===== src/rtl/rpsc_pkg.sv =====
// rpsc_pkg
// Shared types and constants for the RPSC cathode-anode supply sequencer.
//   state_t       : sequencer FSM states (4-bit, also exported as a diagnostic port)
//   fault_t       : latched fault codes, 0 = no fault
//   SB_*          : bit positions inside the 7-bit status bus
//   max_int       : elaboration-time helper for sizing the shared timer
//   status_fault  : maps a status word to the lowest-numbered fault code
package rpsc_pkg;

  localparam int STATUS_W = 7;

  // Status bus bit positions; a 1 on any of them is a fault.
  localparam int SB_CARD_POS    = 0;
  localparam int SB_AIR_GRID    = 1;
  localparam int SB_WATER_ANODE = 2;
  localparam int SB_WATER_GRID  = 3;
  localparam int SB_DC_PS       = 4;
  localparam int SB_U_CA_LOW    = 5;
  localparam int SB_I_CA_HIGH   = 6;

  typedef enum logic [3:0] {
    IDLE      = 4'd0,
    FAN_START = 4'd1,
    CA_PERM   = 4'd2,
    CA_SETTLE = 4'd3,
    CA_DELAY  = 4'd4,
    RUN       = 4'd5,
    SHUTDOWN  = 4'd6,
    TRIP      = 4'd7,
    LOCKOUT   = 4'd8
  } state_t;

  // Codes 1..7 are status bit index + 1, so their order follows the bus.
  typedef enum logic [3:0] {
    FLT_NONE         = 4'd0,
    FLT_CARD_POS     = 4'd1,
    FLT_AIR_GRID     = 4'd2,
    FLT_WATER_ANODE  = 4'd3,
    FLT_WATER_GRID   = 4'd4,
    FLT_DC_PS        = 4'd5,
    FLT_ST_U_CA_LOW  = 4'd6,
    FLT_ST_I_CA_HIGH = 4'd7,
    FLT_G1_NOT_OK    = 4'd8,
    FLT_FAN_TMO      = 4'd9,
    FLT_PS_TMO       = 4'd10,
    FLT_PS_LOST      = 4'd11,
    FLT_I_CA_HIGH    = 4'd12,
    FLT_U_CA_LOW     = 4'd13
  } fault_t;

  function automatic int max_int(input int a, input int b);
    return (a > b) ? a : b;
  endfunction

  // Scanning from the top bit down lets the lowest set bit overwrite last,
  // which gives the "lowest code wins" priority.
  function automatic fault_t status_fault(input logic [STATUS_W-1:0] st);
    fault_t code;
    code = FLT_NONE;
    for (int i = STATUS_W - 1; i >= 0; i--) begin
      if (st[i]) code = fault_t'(4'(i + 1));
    end
    return code;
  endfunction

endpackage


===== src/rtl/rpsc_ca_sequencer_if.sv =====
// rpsc_ca_sequencer_if
// Bundles the sequencer's status inputs and command/diagnostic outputs.
//   master : controller / card side (drives requests and feedback, reads commands)
//   slave  : the sequencer itself
// Inputs : start_req, stop_req, ack_clr, status[6:0], g1_not_ok, fan_act,
//          ca_ps_act, i_ca_high, u_ca_low
// Outputs: fan_on_cmd, ca_on_perm, ca_delay_done, ca_ok, alarm,
//          fault_code[3:0], retry_cnt[1:0], state[3:0]
interface rpsc_ca_sequencer_if;
  import rpsc_pkg::*;

  logic                start_req;
  logic                stop_req;
  logic                ack_clr;
  logic [STATUS_W-1:0] status;
  logic                g1_not_ok;
  logic                fan_act;
  logic                ca_ps_act;
  logic                i_ca_high;
  logic                u_ca_low;

  logic                fan_on_cmd;
  logic                ca_on_perm;
  logic                ca_delay_done;
  logic                ca_ok;
  logic                alarm;
  logic [3:0]          fault_code;
  logic [1:0]          retry_cnt;
  logic [3:0]          state;

  modport master (
    output start_req, stop_req, ack_clr, status, g1_not_ok,
           fan_act, ca_ps_act, i_ca_high, u_ca_low,
    input  fan_on_cmd, ca_on_perm, ca_delay_done, ca_ok, alarm,
           fault_code, retry_cnt, state
  );

  modport slave (
    input  start_req, stop_req, ack_clr, status, g1_not_ok,
           fan_act, ca_ps_act, i_ca_high, u_ca_low,
    output fan_on_cmd, ca_on_perm, ca_delay_done, ca_ok, alarm,
           fault_code, retry_cnt, state
  );

endinterface


===== src/rtl/rpsc_cycle_timer.sv =====
// rpsc_cycle_timer
// Clear/enable up-counter with a terminal compare against a runtime limit.
//   clk   : system clock
//   reset : synchronous, active-low reset
//   clr   : synchronous clear (wins over en)
//   en    : count enable
//   limit : terminal value; done is high while count == limit
//   done  : terminal-compare output
module rpsc_cycle_timer #(
  parameter int WIDTH = 8
) (
  input  logic             clk,
  input  logic             reset,
  input  logic             clr,
  input  logic             en,
  input  logic [WIDTH-1:0] limit,
  output logic             done
);

  logic [WIDTH-1:0] count;

  // Counter restarts from zero whenever the owner changes phase.
  always_ff @(posedge clk) begin
    if (!reset || clr) begin
      count <= '0;
    end else if (en) begin
      count <= count + WIDTH'(1);
    end
  end

  assign done = (count == limit);

endmodule


===== src/rtl/rpsc_ca_sequencer.sv =====
// rpsc_ca_sequencer
// Start-up and protection sequencer for the RPSC cathode-anode supply:
// fan spin-up, supply permit, settle, hold-off, run monitoring, trip with
// bounded auto-retry, and lockout.
//   clk   : system clock
//   reset : synchronous, active-low reset
//   bus   : rpsc_ca_sequencer_if.slave (status inputs, registered command
//           outputs, latched fault code, retry count, state diagnostics)
module rpsc_ca_sequencer
  import rpsc_pkg::*;
#(
  parameter int FAN_TMO_CYC = 400,
  parameter int PS_TMO_CYC  = 200,
  parameter int SETTLE_CYC  = 4,
  parameter int DELAY_CYC   = 16,
  parameter int COOL_CYC    = 100,
  parameter int RETRY_MAX   = 2
) (
  input logic               clk,
  input logic               reset,
  rpsc_ca_sequencer_if.slave bus
);

  localparam int MAX_CYC = max_int(max_int(max_int(FAN_TMO_CYC, PS_TMO_CYC),
                                           max_int(SETTLE_CYC, DELAY_CYC)),
                                   COOL_CYC);
  localparam int TW = $clog2(MAX_CYC) + 1;

  state_t          state_q, next_state;
  fault_t          fault_q, fault_d, trip_code, mon_code;
  logic [1:0]      retry_q, retry_d;
  logic            live_fault;
  logic            fan_q, perm_q, run_q, alarm_q;
  logic            fan_d, perm_d, run_d, alarm_d;
  logic            tmr_clr, tmr_en, tmr_done;
  logic [TW-1:0]   tmr_limit;

  rpsc_cycle_timer #(.WIDTH(TW)) u_timer (
    .clk   (clk),
    .reset (reset),
    .clr   (tmr_clr),
    .en    (tmr_en),
    .limit (tmr_limit),
    .done  (tmr_done)
  );

  // Fault monitor: later assignments override earlier ones, so the
  // lowest-numbered active fault ends up in mon_code. Which faults are
  // armed depends on how far the start-up sequence has progressed.
  always_comb begin
    live_fault = (|bus.status) || bus.g1_not_ok;
    mon_code   = FLT_NONE;
    if (state_q inside {CA_DELAY, RUN}) begin
      if (bus.u_ca_low)  mon_code = FLT_U_CA_LOW;
      if (bus.i_ca_high) mon_code = FLT_I_CA_HIGH;
    end
    if ((state_q inside {CA_SETTLE, CA_DELAY, RUN}) && !bus.ca_ps_act) begin
      mon_code = FLT_PS_LOST;
    end
    if (bus.g1_not_ok) mon_code = FLT_G1_NOT_OK;
    if (|bus.status)   mon_code = status_fault(bus.status);
  end

  // Next-state logic. In each active state the order is fault, then stop,
  // then feedback/timer advance. Timer limits are N-1 so that a timed
  // state lasts exactly N cycles.
  always_comb begin
    next_state = state_q;
    trip_code  = FLT_NONE;
    tmr_en     = 1'b0;
    tmr_limit  = '0;
    case (state_q)
      IDLE: begin
        if (bus.start_req && !live_fault) next_state = FAN_START;
      end
      FAN_START: begin
        tmr_en    = 1'b1;
        tmr_limit = TW'(FAN_TMO_CYC - 1);
        if (mon_code != FLT_NONE) begin
          next_state = TRIP;
          trip_code  = mon_code;
        end else if (bus.stop_req) begin
          next_state = SHUTDOWN;
        end else if (bus.fan_act) begin
          next_state = CA_PERM;
        end else if (tmr_done) begin
          next_state = TRIP;
          trip_code  = FLT_FAN_TMO;
        end
      end
      CA_PERM: begin
        tmr_en    = 1'b1;
        tmr_limit = TW'(PS_TMO_CYC - 1);
        if (mon_code != FLT_NONE) begin
          next_state = TRIP;
          trip_code  = mon_code;
        end else if (bus.stop_req) begin
          next_state = SHUTDOWN;
        end else if (bus.ca_ps_act) begin
          next_state = CA_SETTLE;
        end else if (tmr_done) begin
          next_state = TRIP;
          trip_code  = FLT_PS_TMO;
        end
      end
      CA_SETTLE: begin
        tmr_en    = 1'b1;
        tmr_limit = TW'(SETTLE_CYC - 1);
        if (mon_code != FLT_NONE) begin
          next_state = TRIP;
          trip_code  = mon_code;
        end else if (bus.stop_req) begin
          next_state = SHUTDOWN;
        end else if (tmr_done) begin
          next_state = CA_DELAY;
        end
      end
      CA_DELAY: begin
        tmr_en    = 1'b1;
        tmr_limit = TW'(DELAY_CYC - 1);
        if (mon_code != FLT_NONE) begin
          next_state = TRIP;
          trip_code  = mon_code;
        end else if (bus.stop_req) begin
          next_state = SHUTDOWN;
        end else if (tmr_done) begin
          next_state = RUN;
        end
      end
      RUN: begin
        if (mon_code != FLT_NONE) begin
          next_state = TRIP;
          trip_code  = mon_code;
        end else if (bus.stop_req) begin
          next_state = SHUTDOWN;
        end
      end
      SHUTDOWN: begin
        tmr_en    = 1'b1;
        tmr_limit = TW'(COOL_CYC - 1);
        if (tmr_done) next_state = IDLE;
      end
      TRIP: begin
        // retry_q already includes the increment taken on TRIP entry.
        tmr_en    = 1'b1;
        tmr_limit = TW'(COOL_CYC - 1);
        if (tmr_done) begin
          if ((32'(retry_q) < RETRY_MAX) && !live_fault) next_state = FAN_START;
          else                                          next_state = LOCKOUT;
        end
      end
      LOCKOUT: begin
        if (bus.ack_clr && !live_fault) next_state = IDLE;
      end
      default: next_state = IDLE;
    endcase
  end

  // Bookkeeping and Moore output decode from the upcoming state, so the
  // registered outputs change on the same edge as the state register.
  always_comb begin
    fault_d = fault_q;
    retry_d = retry_q;
    if ((next_state == TRIP) && (state_q != TRIP)) begin
      if (retry_q != 2'b11)       retry_d = retry_q + 2'd1;
      if (fault_q == FLT_NONE)    fault_d = trip_code;
    end else if ((state_q == LOCKOUT) && (next_state == IDLE)) begin
      fault_d = FLT_NONE;
      retry_d = '0;
    end else if ((state_q == SHUTDOWN) && (next_state == IDLE)) begin
      retry_d = '0;
    end

    fan_d   = next_state inside {FAN_START, CA_PERM, CA_SETTLE, CA_DELAY,
                                 RUN, SHUTDOWN, TRIP};
    perm_d  = next_state inside {CA_PERM, CA_SETTLE, CA_DELAY, RUN};
    run_d   = (next_state == RUN);
    alarm_d = live_fault || (fault_d != FLT_NONE) || (next_state == LOCKOUT);
    tmr_clr = (next_state != state_q);
  end

  // State and output registers. Reset drops all commands immediately
  // (no cooling run-on) while alarm keeps tracking the live inputs.
  always_ff @(posedge clk) begin
    if (!reset) begin
      state_q <= IDLE;
      fault_q <= FLT_NONE;
      retry_q <= '0;
      fan_q   <= 1'b0;
      perm_q  <= 1'b0;
      run_q   <= 1'b0;
      alarm_q <= live_fault;
    end else begin
      state_q <= next_state;
      fault_q <= fault_d;
      retry_q <= retry_d;
      fan_q   <= fan_d;
      perm_q  <= perm_d;
      run_q   <= run_d;
      alarm_q <= alarm_d;
    end
  end

  assign bus.fan_on_cmd    = fan_q;
  assign bus.ca_on_perm    = perm_q;
  assign bus.ca_delay_done = run_q;
  assign bus.ca_ok         = run_q;
  assign bus.alarm         = alarm_q;
  assign bus.fault_code    = fault_q;
  assign bus.retry_cnt     = retry_q;
  assign bus.state         = state_q;

endmodule


===== src/flat_wrapper.sv =====
// flat-port wrapper written by rule: the top's interface ports become plain ports
module rpsc_ca_sequencer_flat import rpsc_pkg::*;
#(
  parameter int FAN_TMO_CYC = 400,
  parameter int PS_TMO_CYC  = 200,
  parameter int SETTLE_CYC  = 4,
  parameter int DELAY_CYC   = 16,
  parameter int COOL_CYC    = 100,
  parameter int RETRY_MAX   = 2
)
  (clk, reset, bus_start_req, bus_stop_req, bus_ack_clr, bus_status, bus_g1_not_ok, bus_fan_act, bus_ca_ps_act, bus_i_ca_high, bus_u_ca_low, bus_fan_on_cmd, bus_ca_on_perm, bus_ca_delay_done, bus_ca_ok, bus_alarm, bus_fault_code, bus_retry_cnt, bus_state);
  rpsc_ca_sequencer_if bus_i ();
  input logic clk;
  input logic reset;
  input wire logic [$bits(bus_i.start_req)-1:0] bus_start_req;
  input wire logic [$bits(bus_i.stop_req)-1:0] bus_stop_req;
  input wire logic [$bits(bus_i.ack_clr)-1:0] bus_ack_clr;
  input wire logic [$bits(bus_i.status)-1:0] bus_status;
  input wire logic [$bits(bus_i.g1_not_ok)-1:0] bus_g1_not_ok;
  input wire logic [$bits(bus_i.fan_act)-1:0] bus_fan_act;
  input wire logic [$bits(bus_i.ca_ps_act)-1:0] bus_ca_ps_act;
  input wire logic [$bits(bus_i.i_ca_high)-1:0] bus_i_ca_high;
  input wire logic [$bits(bus_i.u_ca_low)-1:0] bus_u_ca_low;
  output wire logic [$bits(bus_i.fan_on_cmd)-1:0] bus_fan_on_cmd;
  output wire logic [$bits(bus_i.ca_on_perm)-1:0] bus_ca_on_perm;
  output wire logic [$bits(bus_i.ca_delay_done)-1:0] bus_ca_delay_done;
  output wire logic [$bits(bus_i.ca_ok)-1:0] bus_ca_ok;
  output wire logic [$bits(bus_i.alarm)-1:0] bus_alarm;
  output wire logic [$bits(bus_i.fault_code)-1:0] bus_fault_code;
  output wire logic [$bits(bus_i.retry_cnt)-1:0] bus_retry_cnt;
  output wire logic [$bits(bus_i.state)-1:0] bus_state;
  assign bus_i.start_req = bus_start_req;
  assign bus_i.stop_req = bus_stop_req;
  assign bus_i.ack_clr = bus_ack_clr;
  assign bus_i.status = bus_status;
  assign bus_i.g1_not_ok = bus_g1_not_ok;
  assign bus_i.fan_act = bus_fan_act;
  assign bus_i.ca_ps_act = bus_ca_ps_act;
  assign bus_i.i_ca_high = bus_i_ca_high;
  assign bus_i.u_ca_low = bus_u_ca_low;
  assign bus_fan_on_cmd = bus_i.fan_on_cmd;
  assign bus_ca_on_perm = bus_i.ca_on_perm;
  assign bus_ca_delay_done = bus_i.ca_delay_done;
  assign bus_ca_ok = bus_i.ca_ok;
  assign bus_alarm = bus_i.alarm;
  assign bus_fault_code = bus_i.fault_code;
  assign bus_retry_cnt = bus_i.retry_cnt;
  assign bus_state = bus_i.state;
  rpsc_ca_sequencer #(.FAN_TMO_CYC(FAN_TMO_CYC), .PS_TMO_CYC(PS_TMO_CYC), .SETTLE_CYC(SETTLE_CYC), .DELAY_CYC(DELAY_CYC), .COOL_CYC(COOL_CYC), .RETRY_MAX(RETRY_MAX)) u_core (.clk(clk), .reset(reset), .bus(bus_i));
endmodule

===== config.mk =====
export PLATFORM = sky130hd
export DESIGN_NAME = rpsc_ca_sequencer_flat
export DESIGN_NICKNAME = d
export VERILOG_FILES = /design/src/rtl/rpsc_pkg.sv /design/src/rtl/rpsc_ca_sequencer_if.sv /design/src/rtl/rpsc_cycle_timer.sv /design/src/rtl/rpsc_ca_sequencer.sv /design/src/flat_wrapper.sv
export SDC_FILE = /design/constraint.sdc
export NUM_CORES = 1
export LEC_CHECK = 0
export ABC_CLOCK_PERIOD_IN_PS = 2950
export CAP_MARGIN = 15
export CORE_UTILIZATION = 45
export CTS_BUF_LIST = sky130_fd_sc_hd__clkbuf_4 sky130_fd_sc_hd__clkbuf_8 sky130_fd_sc_hd__clkbuf_16
export DETAILED_ROUTE_END_ITERATION = 10
export PLACE_DENSITY = 0.71
export SLEW_MARGIN = 10
export SYNTH_ARGS = -nofsm -noshare
export SYNTH_HDL_FRONTEND = slang
export SYNTH_HIERARCHICAL = 1
export SYNTH_SLANG_ARGS = --single-unit
export TNS_END_PERCENT = 5

===== constraint.sdc =====
create_clock -name clk -period 2.95 [get_ports clk]
set_input_delay 0.885 -clock clk [delete_from_list [all_inputs] [get_ports clk]]
set_output_delay 0.885 -clock clk [all_outputs]
set_load 0.02 [all_outputs]

Word level (Yosys, flattened, before mapping). Index checks and enable logic that the tools add are counted.

Bits in registers: 24. Output and inout port bits: 15.

Mux-type cells: 54. Magnitude comparators: 1. Reductions and logical operators: 29. Add/sub/neg operators: 2. Equal/unequal tests: 21.

Operators by type and width (count): 2-to-1 mux 4 bit (38); case mux 9 bit (5 select lines) (1); case mux 4 bit (9 select lines) (1); equality test 4 x 3 -> 1 bit (second input constant) (8); 2-to-1 mux 3 bit (7); equality test 4 x 2 -> 1 bit (second input constant) (4); zero test 4 bit (3); case mux 4 bit (3 select lines) (1); nonzero test 4 bit (3); adder 10 x 1 -> 10 bit (second input constant) (1); equality test 10 bit (1); equality test 4 x 1 -> 1 bit (second input constant) (2); equality test 4 bit (second input constant) (2); 2-to-1 mux 2 bit (4); logical AND 1 bit (7); nonzero test 7 bit (1); OR reduction 7 bit (1); nonzero test 3 bit (2); OR reduction 6 bit (1); logical OR 1 bit (4); != test 2 bit (second input constant) (2); != test 4 x 3 -> 1 bit (second input constant) (1); != test 4 bit (1); zero test 1 bit (3); other kinds (7) (8).

Depth between registers and ports, before layout.
Depth in word-level cells: 19. Depth in mapped cells: 19. Depth with buffers taken out: 16.

Hierarchy. The synthesis kept the hierarchy.

Modules (own cells, without submodules): rpsc_ca_sequencer (cells each 163, instances 1, area each 1266.2 um2); rpsc_cycle_timer (cells each 64, instances 1, area each 554.3 um2).

Worst setup path after synthesis. Ideal clock, no wire load.

Kind: reg2reg. From: register u_core.state_q[2], in the netlist u_core/bus.state[2]. To: register u_core.u_timer.count[5]. Arrival time: 3.233 ns. Setup slack: -0.353 ns. Buffers on the path: 4. Cell stages (with the launch flop): 19. Required time: 2.880 ns. Cells stage by stage: dfxtp_1 -> buf_6 -> clkbuf_8 -> xor2_1 -> nor2_1 -> nor2_1 -> xnor2_1 -> nand4_1 -> nor4_1 -> clkbuf_8 -> a311oi_1 -> nand4_1 -> o21ai_0 -> a221oi_4 -> xnor2_1 -> nand4_1 -> nand2b_1 -> clkbuf_1 -> a21oi_1.

Cells in the longest elaborated chain, start to end: 11.

RTL lines: start, declared (RTL line rpsc_ca_sequencer.sv:29) `state_t state_q, next_state;`; start signal, assigned (RTL line rpsc_ca_sequencer.sv:194) `state_q <= next_state;`; equality test 4 x 3 -> 1 bit (RTL line rpsc_ca_sequencer.sv:72) `case (state_q)`; OR reduction 2 bit (no source line); case mux 9 bit (5 select lines) (*) (RTL line rpsc_ca_sequencer.sv:72); via u_core.tmr_limit[0] (RTL line rpsc_ca_sequencer.sv:36) `logic [TW-1:0] tmr_limit;`; equality test 10 bit (*) (RTL line rpsc_cycle_timer.sv:31) `assign done = (count == limit);`; via u_core.tmr_done (RTL line rpsc_ca_sequencer.sv:35) `logic tmr_clr, tmr_en, tmr_done;`; 2-to-1 mux 4 bit (RTL line rpsc_ca_sequencer.sv:86, rpsc_ca_sequencer.sv:101); 2-to-1 mux 4 bit (on tied branches) (RTL line rpsc_ca_sequencer.sv:99, rpsc_ca_sequencer.sv:84); 2-to-1 mux 4 bit (on tied branches) (RTL line rpsc_ca_sequencer.sv:97, rpsc_ca_sequencer.sv:82); 2-to-1 mux 4 bit (on tied branches) (RTL line rpsc_ca_sequencer.sv:94, rpsc_ca_sequencer.sv:79); case mux 4 bit (9 select lines) (*) (RTL line rpsc_ca_sequencer.sv:72); != test 4 bit (*) (RTL line rpsc_ca_sequencer.sv:179) `tmr_clr = (next_state != state_q);`; via u_core.tmr_clr (RTL line rpsc_ca_sequencer.sv:35); logical OR 1 bit (*) (RTL line rpsc_cycle_timer.sv:24) `if (!reset || clr) begin`; end signal, assigned (RTL line rpsc_cycle_timer.sv:27) `count <= count + WIDTH'(1);`; end, declared (RTL line rpsc_cycle_timer.sv:20) `logic [WIDTH-1:0] count;`.

The timed path passes the listed nets; every way through them passes the cells marked *. A chain may end at the register's enable or synchronous reset.

Final worst setup path.
From: register u_core.state_q[0], in the netlist u_core/bus.state[0]. To: register u_core.u_timer.count[9].

The elaborated chain is that of the path after synthesis.

==> reports/qor.csv <==
stage,metric,value,unit
run_status,outcome,"complete, but fails checks",
run_status,failing checks,setup timing,
pwr,sw frac,32.8,%
clock_network,CTS root buffer,clkbuf_8,
critical_path,Worst Reg-to-Reg Cells,15,
placed_design,Final GP Congestion,0.873,
global_route,number of antenna violations at the first check in global routing,0,
floorplanning,Die Span X,65.6,µm
critical_path,type of origin of the critical path,flip-flop,
sta,final setup TNS,-0.234,ns
critical_path,Crit Path Class,reg -> reg,
clock_network,clock sinks,24,
floorplanning,initial core utilization,48.3,%
logic_synthesis,top post-synthesis cells by area,"dfxtp_1 (26%), nor2_1 (6.4%), xnor2_1 (5.3%)",
routing,routed vias/inst,5.44,
placed_design,instance area at placement,2410,µm²
sta,RSZ-0062 raised after global routing,yes,
logic_synthesis,post-synthesis cell count,227,
logic_synthesis,Post-synth top flop,dfxtp_1,
placed_design,DP HPWL,3630,µm
critical_path,CP required,3.16,ns
layout,area taken by multi-input logic gates,1310,µm²
routing,WL final,5130,µm
pwr,Leakage,1.09,nW
placed_design,dpl ws,-0.401,ns
critical_path,critical path data arrival time,3.23,ns
logic_synthesis,syn_area_per_cell,8.02,µm²
critical_path,worst path cell trace,"buf_6, o21a_1, nor3_2, xor2_1, nor4_4, buf_6, or3_1, nand4_1, o21ai_4, a221oi_4, xnor2_1, nand4_1, nor2b_1, nand2b_1, mux2i_1",
layout,fillers,275,
logic_synthesis,Yosys top cell by area,dfxtp_1,
critical_path,"Max FO, Critical Path",8,
sta,Slew HR,63.5,%
flow_run,maxcap violations,0,
clock_network,H-tree depth,1,
floorplanning,core area,3770,µm²
pwr,Seq pwr share,35.5,%
pwr,Internal Power,704,µW
routing,Avg WL per Cell,14.7,µm
clock_network,"Reg clk slew, reported paths",0.09,ns
layout,diode count,0,
layout,Final Instance Area,2680,µm²
sta,final hold vios,0,
routing,# DRC,0,
logic_synthesis,Synth Cell Area,1820,µm²
routing,routed via count,1900,
layout,"commonest non-fill, non-tap cell in the layout",buf_4,
floorplanning,num ports,32,
sta,minimum clock period,3.02,ns
routing,drt first pass iters,4,
pwr,post-layout power,1.05,mW
hold_path,hold path depth,2,
critical_path,Max stage delay on crit path,0.38,ns
logic_synthesis,"Seq/Total Area, Yosys",26.4,%
sta,fmax,0.331,GHz
pwr,Clock Power Share,24.9,%
global_route,vias in the first global route,1826,
placed_design,number of port buffers,31,
clock_network,CTS tree,yes,
logic_synthesis,#FFs+latches synth,24,
layout,synthesis-to-layout area growth,47.1,%
layout,most frequent cells in the layout,"buf_4 (49), nor2_1 (28), clkdlybuf4s50_1 (27)",
layout,Nets,321,
logic_synthesis,Yosys warnings,6,
logic_synthesis,post-synth top area share,26.4,%
sta,Max Slew Vio Count,0,
sta,worst slew pin tran,0.543,ns
sta,worst setup margin,-0.0692,ns
clock_network,cts bufs inserted,3,
routing,drt first-iter violations,144,
pwr,maximum vdd ir drop,0.368,mV
critical_path,Crit-path slowest cell,dfxtp_4,
floorplanning,row cnt,22,
clock_network,Post-CTS Hold Buffers,0,
logic_synthesis,async set-reset flop share out of synthesis,0,%
logic_synthesis,Synth cell types,59,
logic_synthesis,number of flops mapped to enable cells by yosys,0,
pwr,Pwr Density,392,nW/µm²
hold_path,Worst Hold Class,reg -> reg,
floorplanning,chip height,65.6,µm
clock_network,clock buffer depth,2,
layout,storage element area,495,µm²
critical_path,CP Capture Type,flip-flop,
global_route,GRT overflow,0,
global_route,Overall Global Routing Usage,25.6,%
sta,clock skew,0.00752,ns
clock_network,Skew-Pair Late Insertion Delay,0.28,ns
floorplanning,Die Area,4300,µm²
routing,Final ANT Viol Nets,0,
global_route,first-pass GRT wire length,8490,µm
layout,ratio of cells with drive above 1 in the final layout,29.9,%
pwr,combinational power share,39.6,%
global_route,largest net degree at the start of global routing,15,
sta,Final period util,102,%
pwr,Sw Pwr,344,µW
sta,Finish-stage setup viols,10,
layout make-up:
class                   instances  share of cell area (%)
inverters                      10                    1.40
flip-flops and latches         24                    18.5
clock buffers                   4                    2.48
multi-input cells             181                    49.0
well taps                      48                    2.24
repair buffers                 82                    26.4
cells by family (layout without fill, tap and decap cells):
kind of cell,count (synthesis),in the layout,share of synthesized area (%)
flops,24,24,26.4
compound gates,55,55,20.8
xor+xnor,18,18,8.66
simple gates,100,100,31.4
fa+ha+maj,2,2,1.37
buf+inv,23,96,8.87
mux,4,4,2.34
other cells,1,2,0.206
power by group through the flow:
| stage | sequential (mW) | combinational, mW | clock [mW] |
|---|---|---|---|
| floorplan | 0.396 | 0.214 | 0 |
| global placement | 0.378 | 0.364 | 0 |
| detailed placement | 0.378 | 0.370 | 0 |
| CTS | 0.372 | 0.401 | 0.261 |
| global route | 0.376 | 0.444 | 0.279 |
| finish | 0.372 | 0.415 | 0.261 |
repair_timing:
action,in CTS,in global routing
resized for setup,17,12
endpoints found under the hold margin,0,0
setup buffers,10,3
pin swaps,12,14
setup endpoints to repair,12,16
stage by stage:
| step | utilization (%) | std cells | hold WS (ns) |
|---|---|---|---|
| floorplan | - | 228 | 0.454 |
| global placement | 63.9 | 333 | 0.452 |
| detailed placement | 63.9 | 333 | 0.468 |
| CTS | 69.1 | 346 | 0.479 |
| global route | 71.0 | 349 | 0.512 |
| finish | 71.0 | 349 | 0.471 |
worst paths after layout:
check	startpoint	to	slack, ns
max	u_core/bus.state[0]$_SDFF_PN0_	u_core/u_timer/count[9]$_SDFFE_PP0P_	-0.07
min	u_core/bus.fault_code[2]$_SDFF_PN0_	u_core/bus.fault_code[2]$_SDFF_PN0_	0.47
max reg2reg	u_core/bus.state[0]$_SDFF_PN0_	u_core/u_timer/count[9]$_SDFFE_PP0P_	-0.07
min reg2reg	u_core/bus.fault_code[2]$_SDFF_PN0_	u_core/bus.fault_code[2]$_SDFF_PN0_	0.47
state kept, by name (all words and copies together) (netlist names):
| register | flops |
|---|---|
| u_core/bus.fault_code | 4 |
| u_core/bus.retry_cnt | 2 |
| u_core/bus.ca_delay_done | 1 |
| u_core/bus.alarm | 1 |
| u_core/bus.ca_on_perm | 1 |
| u_core/bus.fan_on_cmd | 1 |
| u_core/u_timer/count | 10 |
| u_core/bus.state | 4 |
Yosys cell counts, drive strengths merged, types with 2 or more instances:
master / n
nor2: 31
dfxtp: 24
a21oi: 18
nand2: 12
o21ai: 12
xnor2: 11
inv: 10
clkbuf: 9
nand4: 8
nor3: 8
xor2: 7
nand2b: 6
nand3: 6
nor4: 5
buf: 4
or3: 4
a31oi: 3
and2: 3
and3: 3
nor3b: 3
a21boi: 2
a21o: 2
ha: 2
mux2: 2
mux2i: 2
nor2b: 2
nor4b: 2
o211ai: 2
o21a: 2
o31a: 2
o31ai: 2
or2: 2
per-layer routing:
layer / part of all wire [%] / vias to the layer above / track usage, % / wire, µm
li1: - / 952 / - / -
met1: 47 / 891 / 35.7 / 2390
met5: 0 / - / 0 / 0
met2: 47 / 50 / 39.9 / 2410
met3: 5.0 / 7 / 3.30 / 255
met4: 1.3 / 0 / 9.24 / 68
critical path: cells and delay by family (launching register included):
kind | cells | cell delay (ns)
xor gates and xnor gates | 2 | 0.47
buffers and inverters | 2 | 0.27
DFF | 1 | 0.38
muxes | 1 | 0.13
AOI/OAI and AO/OA | 3 | 0.51
and+or+nand+nor | 7 | 1.20
Note: power is estimated with default switching activity, not from simulation.
